## src/rtl/data_array_pkg.sv

```systemverilog
// Shared defaults and FSM state type for the single-port SRAM line-array controller.
package data_array_pkg;

    localparam int unsigned DEF_ADDR_WIDTH = 5;
    localparam int unsigned DEF_DATA_WIDTH = 256;
    localparam int unsigned DEF_NUM_WMASKS = DEF_DATA_WIDTH / 8;

    typedef enum logic {
        INIT = 1'b0,
        RUN  = 1'b1
    } state_e;

endpackage

```

## src/rtl/rr_arb2.sv

```systemverilog
// Two-way round-robin arbiter; the pointer favours the requester not granted last.
module rr_arb2
    import data_array_pkg::*;
(
    input  logic       clk,
    input  logic       rst,
    input  logic [1:0] req_i,
    output logic [1:0] gnt_o
);

    logic ptr_q, ptr_d;

    // ptr_q=1 means b wins the next contested cycle
    always_comb begin
        gnt_o = req_i;
        ptr_d = ptr_q;
        if (req_i == 2'b11) begin
            gnt_o = ptr_q ? 2'b10 : 2'b01;
        end
        if (|gnt_o) begin
            ptr_d = gnt_o[0];
        end
    end

    always_ff @(posedge clk) begin
        if (rst) begin
            ptr_q <= 1'b0;
        end else begin
            ptr_q <= ptr_d;
        end
    end

endmodule

```

## src/rtl/data_array_ctrl.sv

```systemverilog
// Two-requester front end for a single-port line SRAM with optional zero-fill sweep.
module data_array_ctrl
    import data_array_pkg::*;
#(
    parameter int unsigned ADDR_WIDTH = DEF_ADDR_WIDTH,
    parameter int unsigned DATA_WIDTH = DEF_DATA_WIDTH,
    parameter int unsigned NUM_WMASKS = DEF_NUM_WMASKS,
    parameter bit          INIT_EN    = 1'b1
) (
    input  logic                  clk,
    input  logic                  rst,
    input  logic                  a_req,
    input  logic                  a_we,
    input  logic [ADDR_WIDTH-1:0] a_addr,
    input  logic [NUM_WMASKS-1:0] a_wmask,
    input  logic [DATA_WIDTH-1:0] a_wdata,
    output logic                  a_gnt,
    output logic                  a_rvalid,
    input  logic                  a_rready,
    output logic [DATA_WIDTH-1:0] a_rdata,
    input  logic                  b_req,
    input  logic                  b_we,
    input  logic [ADDR_WIDTH-1:0] b_addr,
    input  logic [NUM_WMASKS-1:0] b_wmask,
    input  logic [DATA_WIDTH-1:0] b_wdata,
    output logic                  b_gnt,
    output logic                  b_rvalid,
    input  logic                  b_rready,
    output logic [DATA_WIDTH-1:0] b_rdata,
    output logic                  csb0,
    output logic                  web0,
    output logic [ADDR_WIDTH-1:0] addr0,
    output logic [NUM_WMASKS-1:0] wmask0,
    output logic [DATA_WIDTH-1:0] din0,
    input  logic [DATA_WIDTH-1:0] dout0,
    output logic                  init_done
);

    state_e                state_q, state_d;
    logic [ADDR_WIDTH-1:0] cnt_q, cnt_d;
    logic                  rvalid_q, rvalid_d;
    logic                  owner_q, owner_d;
    logic [1:0]            arb_req, arb_gnt;
    logic                  run, hold, issue, sel_b, sel_we, issue_rd;

    // An unconsumed response blocks every access: any SRAM cycle would overwrite dout0
    assign run      = (state_q == RUN) && !rst;
    assign hold     = rvalid_q && !(owner_q ? b_rready : a_rready);
    assign arb_req  = (run && !hold) ? {b_req, a_req} : 2'b00;
    assign issue    = |arb_gnt;
    assign sel_b    = arb_gnt[1];
    assign sel_we   = sel_b ? b_we : a_we;
    assign issue_rd = issue && !sel_we;

    rr_arb2 u_arb (
        .clk   (clk),
        .rst   (rst),
        .req_i (arb_req),
        .gnt_o (arb_gnt)
    );

    always_comb begin
        state_d  = state_q;
        cnt_d    = cnt_q;
        rvalid_d = rvalid_q;
        owner_d  = owner_q;
        if (state_q == INIT) begin
            cnt_d = cnt_q + ADDR_WIDTH'(1);
            if (cnt_q == '1) begin
                state_d = RUN;
            end
        end
        if (issue_rd) begin
            rvalid_d = 1'b1;
            owner_d  = sel_b;
        end else if (rvalid_q && !hold) begin
            rvalid_d = 1'b0;
        end
    end

    always_ff @(posedge clk) begin
        if (rst) begin
            state_q  <= INIT_EN ? INIT : RUN;
            cnt_q    <= '0;
            rvalid_q <= 1'b0;
            owner_q  <= 1'b0;
        end else begin
            state_q  <= state_d;
            cnt_q    <= cnt_d;
            rvalid_q <= rvalid_d;
            owner_q  <= owner_d;
        end
    end

    // SRAM port: sweep write, granted access, or idle with quiet zeros
    always_comb begin
        csb0   = 1'b1;
        web0   = 1'b1;
        addr0  = '0;
        wmask0 = '0;
        din0   = '0;
        if (!rst && state_q == INIT) begin
            csb0   = 1'b0;
            web0   = 1'b0;
            addr0  = cnt_q;
            wmask0 = '1;
        end else if (issue) begin
            csb0   = 1'b0;
            web0   = !sel_we;
            addr0  = sel_b ? b_addr  : a_addr;
            wmask0 = sel_b ? b_wmask : a_wmask;
            din0   = sel_b ? b_wdata : a_wdata;
        end
    end

    assign a_gnt     = arb_gnt[0];
    assign b_gnt     = arb_gnt[1];
    assign a_rvalid  = rvalid_q && !owner_q && !rst;
    assign b_rvalid  = rvalid_q && owner_q && !rst;
    assign a_rdata   = dout0;
    assign b_rdata   = dout0;
    assign init_done = run;

endmodule

```

## config.mk

```make
export PLATFORM = sky130hd
export DESIGN_NAME = data_array_ctrl
export DESIGN_NICKNAME = d
export VERILOG_FILES = /design/src/rtl/data_array_pkg.sv /design/src/rtl/rr_arb2.sv /design/src/rtl/data_array_ctrl.sv
export SDC_FILE = /design/constraint.sdc
export NUM_CORES = 1
export LEC_CHECK = 0
export ABC_AREA = 0
export BUFFER_PORTS_ARGS = -buffer_cell sky130_fd_sc_hd__buf_4
export CORE_AREA = 2 2 639 641
export CTS_CLUSTER_DIAMETER = 100
export DETAILED_ROUTE_END_ITERATION = 7
export DIE_AREA = 0 0 641 643
export PLACE_DENSITY_LB_ADDON = 0.15
export SETUP_SLACK_MARGIN = 0.4
export SLEW_MARGIN = 25
export SYNTH_ARGS = -nofsm -noshare
export SYNTH_HDL_FRONTEND = slang
export SYNTH_SLANG_ARGS = --single-unit
```

## constraint.sdc

```tcl
create_clock -name clk -period 3.45 [get_ports clk]
set_clock_uncertainty 0.1 [all_clocks]
set_input_delay 0.69 -clock clk [delete_from_list [all_inputs] [get_ports clk]]
set_output_delay 0.69 -clock clk [all_outputs]
set_load 0.005 [all_outputs]
```

==> impl_metrics.ini, run 1 <==
[run_status]
outcome = complete, no violations

[placed_design]
placedCellCount = 7301
dpl.hpwl_um = 283000
port_buffers = 893
routabilityCongestion = 0.835

[global_routing]
grt_usage = 0.143
grt_pass1_vias = 13800
overflow = 0
grt_pass1_wl_um = 339000
grt_max_degree = 46
antenna_found_initial = 199

[setup_path]
r2r_start = state_q
cp-start-kind = input pin
reg2reg_depth = 6
critical-path-max-stage-delay_ps = 220
critPathMostFrequentCell = buf_12
cp_max_fo = 6
crit_chain = buf_12, clkinv_8, nand2_8, clkinvlp_4, and3_4, buf_12, buf_16, buf_12, buf_12, clkbuf_16, nand2_1, a21oi_2, buf_4
rr_endpoint = owner_q
regToRegSetupSlack_ps = 1720
cp.arrival_ps = 2540
worstSetupPathType = in2out
cp.required_ps = 2660
cp_slowest_cell = and3_4
critPathCaptureType = primary output

[routing]
wl_per_cell_um = 41.4
vias = 14300
ant_nets = 0
routed_wl_um = 313000
drt-initial-drc-count = 714
via_per_inst = 1.89
route.detailed.drc = 0
dr.pass1.iters = 5

[run]
drv_cap = 0

[timing]
fmax_mhz = 300
finalCritPeriodShare = 0.966
setup_violations = 0
maxSlewHeadroom = 0.505
tns_ps = 0
rsz0062_at_grt = yes
finalHoldViolations = 0
period_needed_ps = 3330
tightest_slew_ps = 722
finalMaxSlewViolations = 0
holdWs_ps = 392

[layout]
syn2layout_area_growth_pct = 206
fillers = 47800
multi_input_area_um2 = 8340
instances_no_fill = 7552
seq_area_um2 = 180
drive_gt1_frac = 0.844
final_util = 0.0680
layout.nets = 2948

[die]
initial_core_util = 0.0222
die_height_um = 643
die_w_um = 641
ioPinCount = 1662
rows = 234
core_um2 = 405000
dieArea_um2 = 412000

[cts]
htree_levels = 1
cts-root-buf = clkbuf_16
cts_tree = yes
cts_made_buffers = 3
clock_latency_ps = 250
cts.sink_count = 9
clk_pin_slew_ps = 40
clockBufferDepth = 2

[power]
p_sw_frac = 0.453
p_clk_frac = 0.138
p_comb_frac = 0.793
cellPowerDensity_nw_per_um2 = 58.5
p_int_uw = 882
p_leak_nw = 9.99
ir_worst_vdd_mv = 0.0907
p_total_mw = 1.61
seq_power_share = 0.069
p_switching_uw = 731

[synth]
synth_nets = 2368
syn_inst = 1516
yosys_warnings = 0
synth_edf_count = 0
synth_cell_types = 33
syn-mean-instance-area_um2 = 5.94
ys_seq_area_frac = 0.0200
asyncSetResetFlopFracSynth = 0
synth_flop_cell = dfxtp_1
synth_area_um2 = 9000
ys_seq_elements = 9

[worst_hold_path]
hold_end = u_arb.ptr_q
worstHoldStart = u_arb.ptr_q
hold_path.class = reg2reg
min_path_cells = 2
[placed cells by master, fill, tap and decap left out, types with 6 or more instances in the layout]
cell / synthesis / final
o21ai_1: 1 / 6
a21oi_2: 100 / 121
nand2_2: 1 / 102
mux2i_1: 40 / 30
buf_8: 2 / 32
mux2i_4: 0 / 6
o21ai_2: 0 / 7
nand2_8: 0 / 51
dfxtp_1: 9 / 9
buf_16: 0 / 43
buf_12: 0 / 77
nand2_4: 0 / 141
a21oi_4: 0 / 135
buf_4: 514 / 853
buf_6: 11 / 154
diode_2: 0 / 29
o21ai_0: 38 / 25
clkbuf_16: 0 / 26
nor2_1: 13 / 11
nand2_1: 522 / 229
[per-layer routing]
layer / GRT usage / vias up / wire (µm)
met2: 0.253 / 1613 / 154000
met5: 0.00736 / - / 1550
met1: 0.116 / 6458 / 88300
met4: 0.0312 / 146 / 9480
met3: 0.127 / 534 / 59500
li1: - / 5551 / -
[stage by stage]
step	instance area, µm²	worst slack, ps
after floorplan	9000	639
after global placement	19000	-1070
after detailed placement	19000	-849
after CTS	22400	29.2
after global routing	27500	5.87
final	27600	118
[power groups by stage]
stage	combinational (mW)	clock (mW)	sequential (mW)
floorplan	0.619	0	0.112
global route	1.35	0.231	0.112
detailed placement	1.09	0	0.113
finish	1.28	0.223	0.111
global placement	1.10	0	0.113
CTS	1.18	0.232	0.111
[sequential cells by signal, summed over array words and instances, names as in the netlist]
name,cells
cnt_q,5
owner_q,1
rvalid_q,1
state_q,1
u_arb.ptr_q,1
[cell usage after synthesis (all sizes together), types with 2 or more instances]
cell    number  share of area
xor2         2         0.0019
a21oi      257           0.18
nor2        13         0.0054
o21ai       39          0.022
and3         3         0.0021
or2          2         0.0014
dfxtp        9          0.020
clkbuf      50          0.021
mux2i       40          0.044
nand3        2         0.0011
nand2      523           0.22
ha           2         0.0028
buf        562           0.47
[logic make-up after synthesis]
logic type | Yosys count | synth area share
buf+inv | 614 | 0.487
simple gates | 548 | 0.232
compound gates | 299 | 0.209
mux | 41 | 0.0457
flops | 9 | 0.0200
xor+xnor | 3 | 0.00292
fa+ha+maj | 2 | 0.00278
[worst max-delay path by stage]
stage	startpoint	to	slack, ps
2_1_floorplan	rst	din0[115]	640
3_3_place_gp	rst	din0[246]	-1070
3_5_place_dp	rst	din0[240]	-850
4_1_cts	rst	din0[180]	30
5_1_grt	a_req	wmask0[25]	6
6_report	rst	din0[93]	120
[critical path: cells and delay by family]
kind	cells	cell delay [ps]
compound gates	1	170
simple gates	3	420
buf+inv	9	1190
[area by class of cell]
cell class                 instances  share of cell area
antenna                           29             0.00263
inverter                           2            0.000862
clock buffer                       4             0.00286
timing repair buffer            1187               0.438
multi-input combinational        893               0.302
sequential                         9             0.00654
tap                             5428               0.246
[repair_timing]
item / 4_1_cts / 5_1_grt
pin swaps: 49 / 256
hold buffers: 0 / 0
cloned: 26 / 31
setup buffers: 60 / 101
resized for setup: 400 / 810
endpoints found under the setup margin: 295 / 295
Note: power is estimated with default switching activity, not from simulation.
==> run 2, diff against run 1 <==
--- a/config.mk
+++ b/config.mk
@@ -6,7 +6,7 @@
 export NUM_CORES = 1
 export LEC_CHECK = 0
 export ABC_AREA = 0
-export BUFFER_PORTS_ARGS = -buffer_cell sky130_fd_sc_hd__buf_4
+export BUFFER_PORTS_ARGS = -buffer_cell sky130_fd_sc_hd__buf_2
 export CORE_AREA = 2 2 639 641
 export CTS_CLUSTER_DIAMETER = 100
 export DETAILED_ROUTE_END_ITERATION = 7
==> impl_metrics.ini, run 2 (synthesis results as in run 1) <==
[run_status]
outcome = complete, no violations

[routing]
routed_wl_um = 302000
via_per_inst = 1.95
dr.pass1.iters = 7
route.detailed.drc = 0
ant_nets = 0
drt-initial-drc-count = 873
vias = 14600
wl_per_cell_um = 40.3

[setup_path]
cp_max_fo = 8
critPathCaptureType = primary output
startpoint = rst
cp.arrival_ps = 2400
cp.required_ps = 2660
regToRegSetupSlack_ps = 1870
worstSetupPathType = in2out
cp-start-kind = input pin
r2r_start = u_arb.ptr_q

[layout]
top_register = cnt_q
instances_no_fill = 7476
multi_input_area_um2 = 7140
final_util = 0.0594
largest_reg_flops = 5
drive_gt1_frac = 0.768
final_common_cell = buf_2
seq_area_um2 = 180
syn2layout_area_growth_pct = 167
layout.nets = 2864
fillers = 48100
final_cell_mix = buf_2 (706), nand2_1 (361), buf_12 (139), a21oi_2 (134)

[power]
p_total_mw = 1.25
p_leak_nw = 9.09
cellPowerDensity_nw_per_um2 = 51.7
ir_worst_vdd_mv = 0.0904

[placed_design]
placedCellCount = 7296
dp_slack_ps = -641
port_buffers = 893
dpl.hpwl_um = 276000
routabilityCongestion = 0.857

[timing]
setup_violations = 0
rsz0062_at_grt = yes
finalHoldViolations = 0
tightest_slew_ps = 767
timing.final.ws_setup_ps = 260
holdWs_ps = 406
finalCritPeriodShare = 0.925
fmax_mhz = 314
period_needed_ps = 3190
finalMaxSlewViolations = 0
maxSlewHeadroom = 0.474

[global_routing]
use_met3 = 0.142
grt_pass1_vias = 13700
antenna_found_initial = 267
grt_usage = 0.139
grt-busiest-layer = met2
overflow = 0
grt_max_degree = 40
use_met1 = 0.0995
grt_pass1_wl_um = 331000
grtUsageMet2 = 0.250

[die]
die_height_um = 643
dieArea_um2 = 412000
core_um2 = 405000
rows = 234
die_w_um = 641
initial_core_util = 0.0222
ioPinCount = 1662

[cts]
clock_latency_ps = 250
cts_made_buffers = 3
cts_tree = yes
clockBufferDepth = 2
cts.sink_count = 9
clk_pin_slew_ps = 50
cts-root-buf = clkbuf_16
htree_levels = 1

[worst_hold_path]
hold_path.class = reg2reg
worstHoldStart = u_arb.ptr_q

[run]
drv_cap = 0
[run 2: cell count changes in the layout (fill, tap and decap cells not counted), moves of 19 or more]
cell,previous run,this run
buf_4,853,79
buf_2,0,706
nand2_2,102,32
nand2_8,51,16
nand2_4,141,114
buf_6,154,114
buf_8,32,13
nand2_1,229,361
buf_12,77,139
a21oi_4,135,106
[run 2: stage by stage]
| step | setup TNS, ps | area [µm²] |
|---|---|---|
| final | 0 | 24100 |
| after floorplan | 0 | 9000 |
| after detailed placement | -18240 | 18000 |
| after global placement | -19440 | 18000 |
| after CTS | 0 | 21400 |
| after global routing | 0 | 24000 |
[run 2: area by class of cell]
| type | count | share of cell area |
|---|---|---|
| flip-flops and latches | 9 | 0.00749 |
| inverters | 2 | 0.00114 |
| clock buffers | 4 | 0.00327 |
| diodes | 37 | 0.00385 |
| multi-input cells | 893 | 0.296 |
| well taps | 5428 | 0.282 |
| repair buffers | 1103 | 0.406 |
[run 2: path summary, 6_finish.rpt]
kind,end,cells past startpoint
max,din0[170],13
min,u_arb.ptr_q,2
max reg2reg,rvalid_q,5
min reg2reg,u_arb.ptr_q,2
[run 2: repair_timing]
action,CTS,global route
hold buffers,0,0
endpoints found under the setup margin,295,279
pin swaps,96,185
setup buffers,66,36
resized for setup,497,489
cloned,26,11
[run 2: critical path, cell delays in order]
cell and delay, ps:
buf_12 110, clkinv_8 50, nand2_8 50, inv_8 80, and3_4 220, buf_12 160
buf_16 170, buf_12 120, buf_12 100, buf_16 160, nand2_8 70, a21oi_4 190
buf_12 140
[run 2: layer usage]
metal / vias to the layer above / part of all wire
met4: 182 / 0.034
li1: 5374 / -
met1: 6430 / 0.25
met3: 670 / 0.22
met5: - / 0.0054
met2: 1953 / 0.49
[run 2: where the power goes]
| group | switching [mW] | internal, mW | total [mW] |
|---|---|---|---|
| logic | 0.534 | 0.375 | 0.909 |
| clock network | 0.0686 | 0.156 | 0.225 |
| registers | 0.00387 | 0.108 | 0.111 |
| total | 0.606 | 0.639 | 1.25 |
==> run 3, diff against run 2 <==
==> constraint.sdc (replaced) <==
create_clock -name clk -period 3.45 [get_ports clk]
set_clock_uncertainty 0.1 [all_clocks]
set_input_delay 0.345 -clock clk [delete_from_list [all_inputs] [get_ports clk]]
set_output_delay 0.345 -clock clk [all_outputs]
set_load 0.005 [all_outputs]
==> impl_metrics.ini, run 3 (synthesis results as in run 1) <==
[run_status]
outcome = complete, no violations

[layout]
largest_reg_flops = 5
fillers = 48700
final_common_cell = buf_2
final_util = 0.0445
final_cell_mix = buf_2 (862), nand2_1 (505), a21oi_1 (137), a21oi_2 (102), buf_4 (65)
layout.nets = 2752
drive_gt1_frac = 0.602
top_register = cnt_q
multi_input_area_um2 = 4720
final_area_um2 = 18000
syn2layout_area_growth_pct = 100
seq_area_um2 = 181

[routing]
ant_nets = 0
via_per_inst = 1.91
drt-initial-drc-count = 1006
wl_per_cell_um = 40.5
route.detailed.drc = 0
vias = 14100
routed_wl_um = 299000
dr.pass1.iters = 5

[placed_design]
place_area_um2 = 17400
dpl.hpwl_um = 284000
dp_slack_ps = -211
routabilityCongestion = 0.874
port_buffers = 893

[global_routing]
use_met1 = 0.105
grtUsageMet2 = 0.246
grt_pass1_wl_um = 330000
grt-busiest-layer = met2
overflow = 0
grt_pass1_vias = 13600
antenna_found_initial = 281
grt_usage = 0.139
grt_max_degree = 76
use_met3 = 0.135

[timing]
rsz0062_at_grt = yes
tightest_slew_ps = 715
period_needed_ps = 2980
setup_violations = 0
finalCritPeriodShare = 0.864
maxSlewHeadroom = 0.510
fmax_mhz = 335
finalHoldViolations = 0
finalMaxSlewViolations = 0
timing.final.ws_setup_ps = 469

[cts]
cts-root-buf = clkbuf_16
cts_hold_buffers = 0
cts_made_buffers = 3
htree_levels = 1
cts_tree = yes
clock_latency_ps = 250
clk_pin_slew_ps = 40
clockBufferDepth = 2
cts.sink_count = 9

[setup_path]
cp_max_fo = 75
critical-path-max-stage-delay_ps = 440
crit_chain = nand2b_2, nand3_4, buf_12, buf_12, nand2_1, a21oi_4, buf_12
cp.required_ps = 3000
cp_slowest_cell = nand2_1
crit_family = simple AND/OR/NAND/NOR gates
cp.arrival_ps = 2540
cp_num_buf_inv = 3
critPathMostFrequentCell = buf_12
cp-start-kind = register
critPathCaptureType = primary output
worstSetupPathType = reg2out

[power]
p_clk_frac = 0.200
p_int_uw = 586
p_sw_frac = 0.466
p_switching_uw = 511
cellPowerDensity_nw_per_um2 = 60.8
p_comb_frac = 0.699
p_leak_nw = 6.77
ir_worst_vdd_mv = 0.106
seq_power_share = 0.101

[die]
core_um2 = 405000
die_height_um = 643
initial_core_util = 0.0222
ioPinCount = 1662
die_w_um = 641
dieArea_um2 = 412000
rows = 234

[worst_hold_path]
hold_path.class = in2reg

[run]
drv_cap = 0
-- run 3: changes by cell type in the layout (fill, tap and decap cells not counted), moves of 91 or more --
cell     change
buf_2      +156
a21oi_1    +120
buf_6      -111
nand2_4    -113
buf_12      -91
nand2_1    +144
-- run 3: worst paths after layout --
| check | slack [ps] | end | cells after the start | startpoint |
|---|---|---|---|---|
| min reg2reg | 370 | u_arb.ptr_q | 2 | u_arb.ptr_q |
| max | 470 | din0[153] | 7 | u_arb.ptr_q |
| min | 230 | owner_q | 2 | b_we |
| max reg2reg | 1730 | rvalid_q | 4 | u_arb.ptr_q |
-- run 3: per-layer routing --
| layer | wire length, µm | vias to the layer above |
|---|---|---|
| met3 | 63700 | 661 |
| met4 | 10500 | 174 |
| met2 | 146000 | 1970 |
| li1 | - | 5126 |
| met5 | 1520 | - |
| met1 | 76900 | 6158 |
-- run 3: repair_timing --
item / in CTS / in global routing
endpoints found under the setup margin: 54 / 11
cloned: 3 / 1
pin swaps: 8 / 0
buffers inserted: 13 / 0
resized for setup: 50 / 5
-- run 3: layout make-up --
cell class              instances  area share
diodes                         46     0.00638
multi-input cells             893       0.262
clock buffers                   4     0.00437
repair buffers                991       0.340
inverters                       2    0.000486
well taps                    5428       0.377
flip-flops and latches          9      0.0101
-- run 3: worst reg2reg max path, delay by kind of cell, from the launching register on --
family / cells / cell delay, ps
and+or+nand+nor: 2 / 610
DFF: 1 / 310
AOI/OAI and AO/OA: 1 / 160
muxes: 1 / 470
-- run 3: through the flow --
stage / cells / hold WS, ps / total power, mW / TNS [ps]
final: 7373 / 229 / 1.10 / 0
after global routing: 7353 / 243 / 1.17 / 0
after CTS: 7326 / 228 / 1.13 / 0
after detailed placement: 7306 / 367 / 0.894 / -749
after global placement: 7302 / 378 / 0.904 / -9810
after floorplan: 1516 / 346 / 0.731 / 0
-- run 3: power groups by stage --
stage                     logic (mW)  registers [mW]  clock network [mW]
after floorplan                0.619           0.112                   0
after global placement         0.791           0.113                   0
after detailed placement       0.781           0.113                   0
final                          0.767           0.111               0.219
after global routing           0.825           0.112               0.233
after CTS                      0.792           0.111               0.232
